--- src/rtl/gaplus_pkg.sv ---
// Shared lane encodings, FSM states and sweep constants for the sprite RAM port.
`default_nettype none

package gaplus_pkg;

    typedef enum logic [1:0] {
        LANE0     = 2'd0,
        LANE1     = 2'd1,
        LANE2     = 2'd2,
        LANE_NONE = 2'd3
    } lane_e;

    typedef enum logic {
        ST_INIT = 1'b0,
        ST_RUN  = 1'b1
    } state_e;

    localparam int         SWEEP_LEN    = 128;
    localparam logic [7:0] LANE3_RD_VAL = 8'hFF;
    localparam int         WQ_W         = 17;

endpackage

`default_nettype wire

--- src/rtl/gaplus_spra_wfifo.sv ---
// CPU write queue: DEPTH-entry FIFO of {lane, index, data}; push at full only lands with a pop.
`default_nettype none

module gaplus_spra_wfifo #(
    parameter int DEPTH = 4,
    parameter int W     = 17
) (
    input  logic         clk_i,
    input  logic         rst_i,
    input  logic         push_i,
    input  logic         pop_i,
    input  logic [W-1:0] data_i,
    output logic [W-1:0] data_o,
    output logic         full_o,
    output logic         empty_o
);

    localparam int AW = $clog2(DEPTH);

    logic [W-1:0]  mem_q [DEPTH];
    logic [AW-1:0] wr_ptr_q;
    logic [AW-1:0] rd_ptr_q;
    logic [AW:0]   count_q;
    logic          do_push;
    logic          do_pop;

    assign full_o  = (count_q == (AW+1)'(DEPTH));
    assign empty_o = (count_q == '0);
    assign do_pop  = pop_i & ~empty_o;
    assign do_push = push_i & (~full_o | do_pop);
    assign data_o  = mem_q[rd_ptr_q];

    always_ff @(posedge clk_i or posedge rst_i) begin
        if (rst_i) begin
            wr_ptr_q <= '0;
            rd_ptr_q <= '0;
            count_q  <= '0;
        end else begin
            if (do_push) wr_ptr_q <= wr_ptr_q + AW'(1);
            if (do_pop)  rd_ptr_q <= rd_ptr_q + AW'(1);
            case ({do_push, do_pop})
                2'b10:   count_q <= count_q + (AW+1)'(1);
                2'b01:   count_q <= count_q - (AW+1)'(1);
                default: count_q <= count_q;
            endcase
        end
    end

    always_ff @(posedge clk_i) begin
        if (do_push) mem_q[wr_ptr_q] <= data_i;
    end

endmodule

`default_nettype wire

--- src/rtl/gaplus_spra_port.sv ---
// Sprite RAM port: three 128x8 lanes shared by the scanner (top priority), CPU reads
// and a queued CPU write path, with a clearing sweep after reset.
`default_nettype none

module gaplus_spra_port
    import gaplus_pkg::*;
#(
    parameter int         FIFO_DEPTH = 4,
    parameter logic [7:0] CLR_VAL    = 8'h00
) (
    input  logic        VCLKx4,
    input  logic        RESET,
    input  logic [6:0]  SPRA_A,
    input  logic        SPRA_RE,
    output logic [23:0] SPRA_D,
    input  logic [8:0]  CPU_A,
    input  logic        CPU_WR,
    input  logic        CPU_RD,
    input  logic [7:0]  CPU_DI,
    output logic [7:0]  CPU_DO,
    output logic        CPU_ACK,
    output logic        CPU_BUSY,
    output logic        INIT_DONE,
    output logic        OVF
);

    state_e          state_q;
    logic [6:0]      sweep_q;
    logic            init_done_q;
    logic            ovf_q;
    logic            pend_q;
    logic [8:0]      rd_a_q;
    logic            ack_q;
    logic [7:0]      cpu_do_q;
    logic [23:0]     spra_d_q;

    logic            in_run;
    logic            scan_go;
    logic            rd_go;
    logic            q_pop;
    logic            q_push;
    logic            q_drop;
    logic            q_full;
    logic            q_empty;
    logic [WQ_W-1:0] q_data;
    logic [2:0][7:0] lane_rd;
    logic [7:0]      rd_byte;

    assign in_run  = (state_q == ST_RUN);
    assign scan_go = in_run & SPRA_RE;
    // Reads wait for an empty queue so they always observe earlier CPU writes.
    assign rd_go   = in_run & pend_q & q_empty & ~SPRA_RE;
    assign q_pop   = in_run & ~SPRA_RE & ~rd_go & ~q_empty;
    assign q_push  = in_run & CPU_WR;
    assign q_drop  = in_run & CPU_WR & q_full & ~q_pop;

    gaplus_spra_wfifo #(
        .DEPTH (FIFO_DEPTH),
        .W     (WQ_W)
    ) u_wfifo (
        .clk_i   (VCLKx4),
        .rst_i   (RESET),
        .push_i  (q_push),
        .pop_i   (q_pop),
        .data_i  ({CPU_A, CPU_DI}),
        .data_o  (q_data),
        .full_o  (q_full),
        .empty_o (q_empty)
    );

    for (genvar g = 0; g < 3; g++) begin : g_lane
        logic [7:0] mem_q [SWEEP_LEN];
        logic [6:0] addr;
        logic       we;
        logic [7:0] wd;

        always_comb begin
            we   = 1'b0;
            wd   = q_data[7:0];
            addr = q_data[14:8];
            if (!in_run) begin
                we   = 1'b1;
                wd   = CLR_VAL;
                addr = sweep_q;
            end else if (scan_go) begin
                addr = SPRA_A;
            end else if (rd_go) begin
                addr = rd_a_q[6:0];
            end else if (q_pop && (q_data[16:15] == 2'(g))) begin
                we = 1'b1;
            end
        end

        always_ff @(posedge VCLKx4) begin
            if (we) mem_q[addr] <= wd;
        end

        assign lane_rd[g] = mem_q[addr];
    end

    always_comb begin
        case (lane_e'(rd_a_q[8:7]))
            LANE0:   rd_byte = lane_rd[0];
            LANE1:   rd_byte = lane_rd[1];
            LANE2:   rd_byte = lane_rd[2];
            default: rd_byte = LANE3_RD_VAL;
        endcase
    end

    always_ff @(posedge VCLKx4 or posedge RESET) begin
        if (RESET) begin
            state_q     <= ST_INIT;
            sweep_q     <= '0;
            init_done_q <= 1'b0;
            ovf_q       <= 1'b0;
            pend_q      <= 1'b0;
            rd_a_q      <= '0;
            ack_q       <= 1'b0;
            cpu_do_q    <= '0;
            spra_d_q    <= '0;
        end else begin
            ack_q <= rd_go;
            case (state_q)
                ST_INIT: begin
                    sweep_q <= sweep_q + 7'd1;
                    if (sweep_q == 7'(SWEEP_LEN - 1)) begin
                        state_q     <= ST_RUN;
                        init_done_q <= 1'b1;
                    end
                    if (CPU_WR || CPU_RD) ovf_q <= 1'b1;
                end
                ST_RUN: begin
                    if (q_drop) ovf_q <= 1'b1;
                    if (CPU_RD && !pend_q) begin
                        pend_q <= 1'b1;
                        rd_a_q <= CPU_A;
                    end else if (rd_go) begin
                        pend_q <= 1'b0;
                    end
                    if (scan_go) spra_d_q <= lane_rd;
                    if (rd_go)   cpu_do_q <= rd_byte;
                end
                default: state_q <= ST_INIT;
            endcase
        end
    end

    assign SPRA_D    = spra_d_q;
    assign CPU_DO    = cpu_do_q;
    assign CPU_ACK   = ack_q;
    assign INIT_DONE = init_done_q;
    assign OVF       = ovf_q;
    assign CPU_BUSY  = (state_q == ST_INIT) | q_full | pend_q;

endmodule

`default_nettype wire

--- config.mk ---
export PLATFORM = sky130hd
export DESIGN_NAME = gaplus_spra_port
export DESIGN_NICKNAME = d
export VERILOG_FILES = /design/src/rtl/gaplus_pkg.sv /design/src/rtl/gaplus_spra_wfifo.sv /design/src/rtl/gaplus_spra_port.sv
export SDC_FILE = /design/constraint.sdc
export NUM_CORES = 2
export LEC_CHECK = 0
export BUFFER_PORTS_ARGS = -buffer_cell sky130_fd_sc_hd__buf_4
export CAP_MARGIN = 20
export CELL_PAD_IN_SITES_DETAIL_PLACEMENT = 0
export CELL_PAD_IN_SITES_GLOBAL_PLACEMENT = 2
export CORE_UTILIZATION = 45
export DETAILED_ROUTE_END_ITERATION = 8
export PLACE_DENSITY_LB_ADDON = 0.1
export SYNTH_ARGS = -nofsm -noshare
export SYNTH_HDL_FRONTEND = slang
export SYNTH_SLANG_ARGS = --single-unit
--- constraint.sdc ---
create_clock -name VCLKx4 -period 9.45 [get_ports VCLKx4]
set_clock_uncertainty 0.2 [all_clocks]
set_input_delay 0.945 -clock VCLKx4 [delete_from_list [all_inputs] [get_ports VCLKx4]]
set_output_delay 0.945 -clock VCLKx4 [all_outputs]
set_load 0.05 [all_outputs]
==> run_results.csv <==
group,metric,value,unit
sta,finalSetupViolations,0,
setup_path,cp_max_fo,42,
power_and_ir_drop,vdd_drop_max,0.000121,V
sta,timing.final.max_slew_violations,0,
synth,combinational_family_with_the_most_area_after_synthesis,"compound AO/OA/AOI/OAI gates",
setup_path,worst-endpoint-arrival,7.51,ns
drt,drc_violations_left,0,
setup_path,end_kind,"register",
synth,synth.cell_area,128000,sq um
synth,synth_enable_flop_cells,3140,
sta,fin_worst_hold_slack,0.0653,ns
sta,timing.slew.headroom,17.5,%
global_routing,grt_start_max_net_pins,188,
setup_path,critical_path.slowest_cell,"sky130_fd_sc_hd__dfrtp_1",
cells_and_area,final_layout_size_suffix_gt1_share,12.1,%
cells_and_area,syn_to_final_growth,13.1,%
global_routing,grt-ovfl-total,0,
power_and_ir_drop,power_leakage,48.6,nW
synth,synth_largest_area_cell,"sky130_fd_sc_hd__edfxtp_1",
die,fp.coreArea,282000,sq um
placement,gp_congestion,0.936,
sta,fin_setup_tns,0,ns
synth,synthXorXnorAreaFrac,0.0754,%
die,initial_utilization,45.2,%
synth,synth_cells,8725,
global_routing,met2_usage,52.3,%
sta,period_share,73.4,%
cells_and_area,layout.cells.most_common_list,"sky130_fd_sc_hd__edfxtp_1 (3140), sky130_fd_sc_hd__nand2_1 (1299), sky130_fd_sc_hd__nor2_1 (490)",
sta,rsz0062_at_grt,"no",
drt,detail_route.wirelength,521000,microns
clock_network,tritoncts,"built",
global_routing,vias_in_the_first_global_route,79800,
cells_and_area,sequential_cell_area_in_the_final_layout,95800,sq um
setup_path,path_cells,"mux4_2 -> or3_1 -> nand3_4 -> buf_4 -> buf_4 -> mux2i_1 -> mux2i_1 -> a31oi_1 -> o2111a_1 -> o211ai_1 -> nor4_2 -> a32o_1 -> a211oi_1",
global_routing,grt_pass1_wl,701000,microns
die,fp-row-count,195,
setup_path,setup.worst_path.start,"u_wfifo.rd_ptr_q[1]$_DFFE_PP0P_",
clock_network,clk_pin_slew_worst_paths,0.06,ns
clock_network,post_cts_buffers,0,
setup_path,timing.setup.critical_path_class,"reg2reg",
drt,route.detailed.wl_per_inst,40.5,microns
synth,yosysWarningCount,0,
job,max-cap-violations,0,
synth,synthSimpleGateAreaFrac,8.82,%
synth,ys.flop_type,"sky130_fd_sc_hd__edfxtp_1",
global_routing,most_used_routing_layer_in_global_routing,"met2",
clock_network,ctsHoldBuffers,15,
synth,ys_async_sr_fraction,1.88,%
synth,number_of_storage_elements_in_the_synthesis_netlist,3200,
drt,dr_total_vias,86100,
synth,synth_sequential_area_ratio,75.0,%
status,status,"finished, final reports clean",
clock_network,ctsHtreeMaxLevel,5,
die,die_y,535,microns
clock_network,clk-insertion-delay-late,0.96,ns
placement,total_half_perimeter_wirelength_after_legalization_and_detailed_placement,319000,microns
sta,layout_min_cycle_time,6.94,ns
setup_path,slowest_delay,0.90,ns
drt,ant_nets,0,
cells_and_area,num-nets-final,8876,
global_routing,grt_antenna_before_repair,38,
cells_and_area,final_common_cell,"sky130_fd_sc_hd__edfxtp_1",
drt,vias_per_cell,6.69,
cells_and_area,final_core_utilization,51.2,%
die,die_area,286000,sq um
power_and_ir_drop,fin_total_pwr,28.6,mW
synth,synth_compound_gate_area_share,9.97,%
min_path,hold_path_class,"in2reg",
setup_path,cp_data_required_time,10.02,ns
global_routing,met1_layer_usage_reported_by_global_route,51.0,%
clock_network,ctsResizeCount,0,
clock_network,ctsRootBufferMaster,"sky130_fd_sc_hd__clkbuf_16",
setup_path,worst_flop_to_flop_path_startpoint,"u_wfifo.rd_ptr_q[1]$_DFFE_PP0P_",
synth,synthesis.nets,8760,
clock_network,cts.sinks,3200,
sta,clock.fmax,0.144,GHz
synth,synth.lib_cells_used.distinct,92,
min_path,launch_instance_of_the_worst_min_delay_path,"CPU_A[0]",
power_and_ir_drop,power_density,198,nW/um^2
drt,dr.first_iter.drc_count,14000,
cells_and_area,multi_input_area,29400,sq um
setup_path,startpoint_type,"register",
die,die_width,535,microns
global_routing,grt_util_met3,10.2,%
drt,drtPass1Iterations,9,
clock_network,cts_made_buffers,346,
synth,yosysTopAreaCellShare,73.8,%
sta,finalHoldViolCount,0,
cells_and_area,filler_cell_count,23600,
synth,synthTopCellsByArea,"sky130_fd_sc_hd__edfxtp_1 (74%), sky130_fd_sc_hd__nand2_1 (3.9%), sky130_fd_sc_hd__mux2i_1 (2.1%), sky130_fd_sc_hd__a21oi_1 (1.6%), sky130_fd_sc_hd__nor2_1 (1.5%)",
global_routing,grt_util_all_layers,35.8,%
sta,worst_slew_pin_slew,1.23,ns
placement,buffer_ports.inserted,64,
synth,synthesized_area_per_cell,14.6,sq um
clock_network,cts-root-to-sink-buffers,4,
synth,synth-adder-area-share,0.0647,%
die,top_level_ports,65,
synth,share_of_cell_area_taken_by_muxes_after_synthesis,3.58,%
[logic make-up (layout without fill, tap and decap cells)]
| kind of cell | Yosys count | after routing |
|---|---|---|
| compound gates | 1841 | 1841 |
| xor+xnor | 11 | 11 |
| fa+ha+maj | 6 | 6 |
| buf+inv | 657 | 1046 |
| flops | 3200 | 3200 |
| mux | 418 | 418 |
| other cells | 0 | 17 |
| simple gates | 2592 | 2592 |
[routing by layer]
| layer | part of all wire (%) | vias up |
|---|---|---|
| met5 | 0.075 | - |
| met4 | 4.2 | 22 |
| met3 | 13 | 1018 |
| met2 | 43 | 5901 |
| met1 | 40 | 44800 |
| li1 | - | 34300 |
[critical path, delay by kind of cell (launching register included)]
kind                   cells  cell delay (ns)
muxes                      3             0.91
AOI/OAI and AO/OA          5             1.67
buffers and inverters      2             1.10
and+or+nand+nor            3             1.96
DFF                        1             0.90
[final timing paths]
| check | end | slack [ns] | depth (start not counted) |
|---|---|---|---|
| max reg2reg | CPU_DO[1]$_DFFE_PP0P_ | 2.51 | 13 |
| min | u_wfifo.mem_q[3][8]$_DFFE_PP_ | 0.07 | 1 |
| max | CPU_DO[1]$_DFFE_PP0P_ | 2.51 | 13 |
| min in group asynchronous | CPU_ACK$_DFF_PP0_ | 0.08 | 3 |
| max in group asynchronous | SPRA_D[6]$_DFFE_PP0P_ | 8.19 | 3 |
| min reg2reg | INIT_DONE$_DFFE_PP0P_ | 0.27 | 1 |
[through the flow]
stage / worst slack (ns) / instances / cell area [sq um]
global placement: 1.87 / 12200 / 133000
CTS: 2.63 / 12800 / 144000
floorplan: 1.91 / 8725 / 128000
finish: 2.51 / 12900 / 144000
global route: 2.52 / 12900 / 144000
detailed placement: 2.43 / 12200 / 133000
[state kept, by name, summed over array words and instances, names as in the netlist]
name              count
u_wfifo.count_q       3
sweep_q               7
SPRA_D               24
CPU_DO                8
u_wfifo.mem_q        68
g_lane.mem_q       3072
in_run                1
INIT_DONE             1
CPU_ACK               1
u_wfifo.wr_ptr_q      2
rd_a_q                9
pend_q                1
OVF                   1
u_wfifo.rd_ptr_q      2
[Yosys cell counts (21+ instances only)]
cell / count
sky130_fd_sc_hd__o21ai_0: 200
sky130_fd_sc_hd__dfrtp_1: 60
sky130_fd_sc_hd__nor2_1: 511
sky130_fd_sc_hd__and4_1: 27
sky130_fd_sc_hd__a2111oi_0: 22
sky130_fd_sc_hd__a211oi_1: 99
sky130_fd_sc_hd__a22oi_1: 125
sky130_fd_sc_hd__a31oi_1: 122
sky130_fd_sc_hd__buf_4: 53
sky130_fd_sc_hd__buf_2: 289
sky130_fd_sc_hd__nor3_1: 62
sky130_fd_sc_hd__clkbuf_1: 215
sky130_fd_sc_hd__a221oi_1: 161
sky130_fd_sc_hd__inv_1: 21
sky130_fd_sc_hd__mux2i_1: 271
sky130_fd_sc_hd__o211a_1: 26
sky130_fd_sc_hd__and3_1: 117
sky130_fd_sc_hd__nand3_1: 375
sky130_fd_sc_hd__buf_1: 57
sky130_fd_sc_hd__nand2_1: 1314
sky130_fd_sc_hd__o221ai_1: 74
sky130_fd_sc_hd__buf_6: 21
sky130_fd_sc_hd__a32oi_1: 52
sky130_fd_sc_hd__a21oi_1: 406
sky130_fd_sc_hd__a221o_1: 23
sky130_fd_sc_hd__nand4_1: 88
sky130_fd_sc_hd__mux2_2: 129
sky130_fd_sc_hd__o31ai_1: 24
sky130_fd_sc_hd__o22ai_1: 183
sky130_fd_sc_hd__o211ai_1: 106
sky130_fd_sc_hd__nor4_1: 31
sky130_fd_sc_hd__a22o_1: 23
sky130_fd_sc_hd__edfxtp_1: 3140
[cell type report]
type / instances / share of cell area [%]
sequential: 3200 / 66.3
inverter: 22 / 0.0572
timing repair buffer: 403 / 2.57
antenna: 17 / 0.0295
multi-input combinational: 4868 / 20.3
clock buffer: 451 / 6.41
tap: 3743 / 3.24
clock inverter: 170 / 1.04
[power by group]
part	internal, mW	leakage, nW	switching (mW)
Clock	7.48	5.23	5.74
Combinational	0.0123	11.7	0.0167
Sequential	15.3	31.7	0
Note: power is estimated with default switching activity, not from simulation.
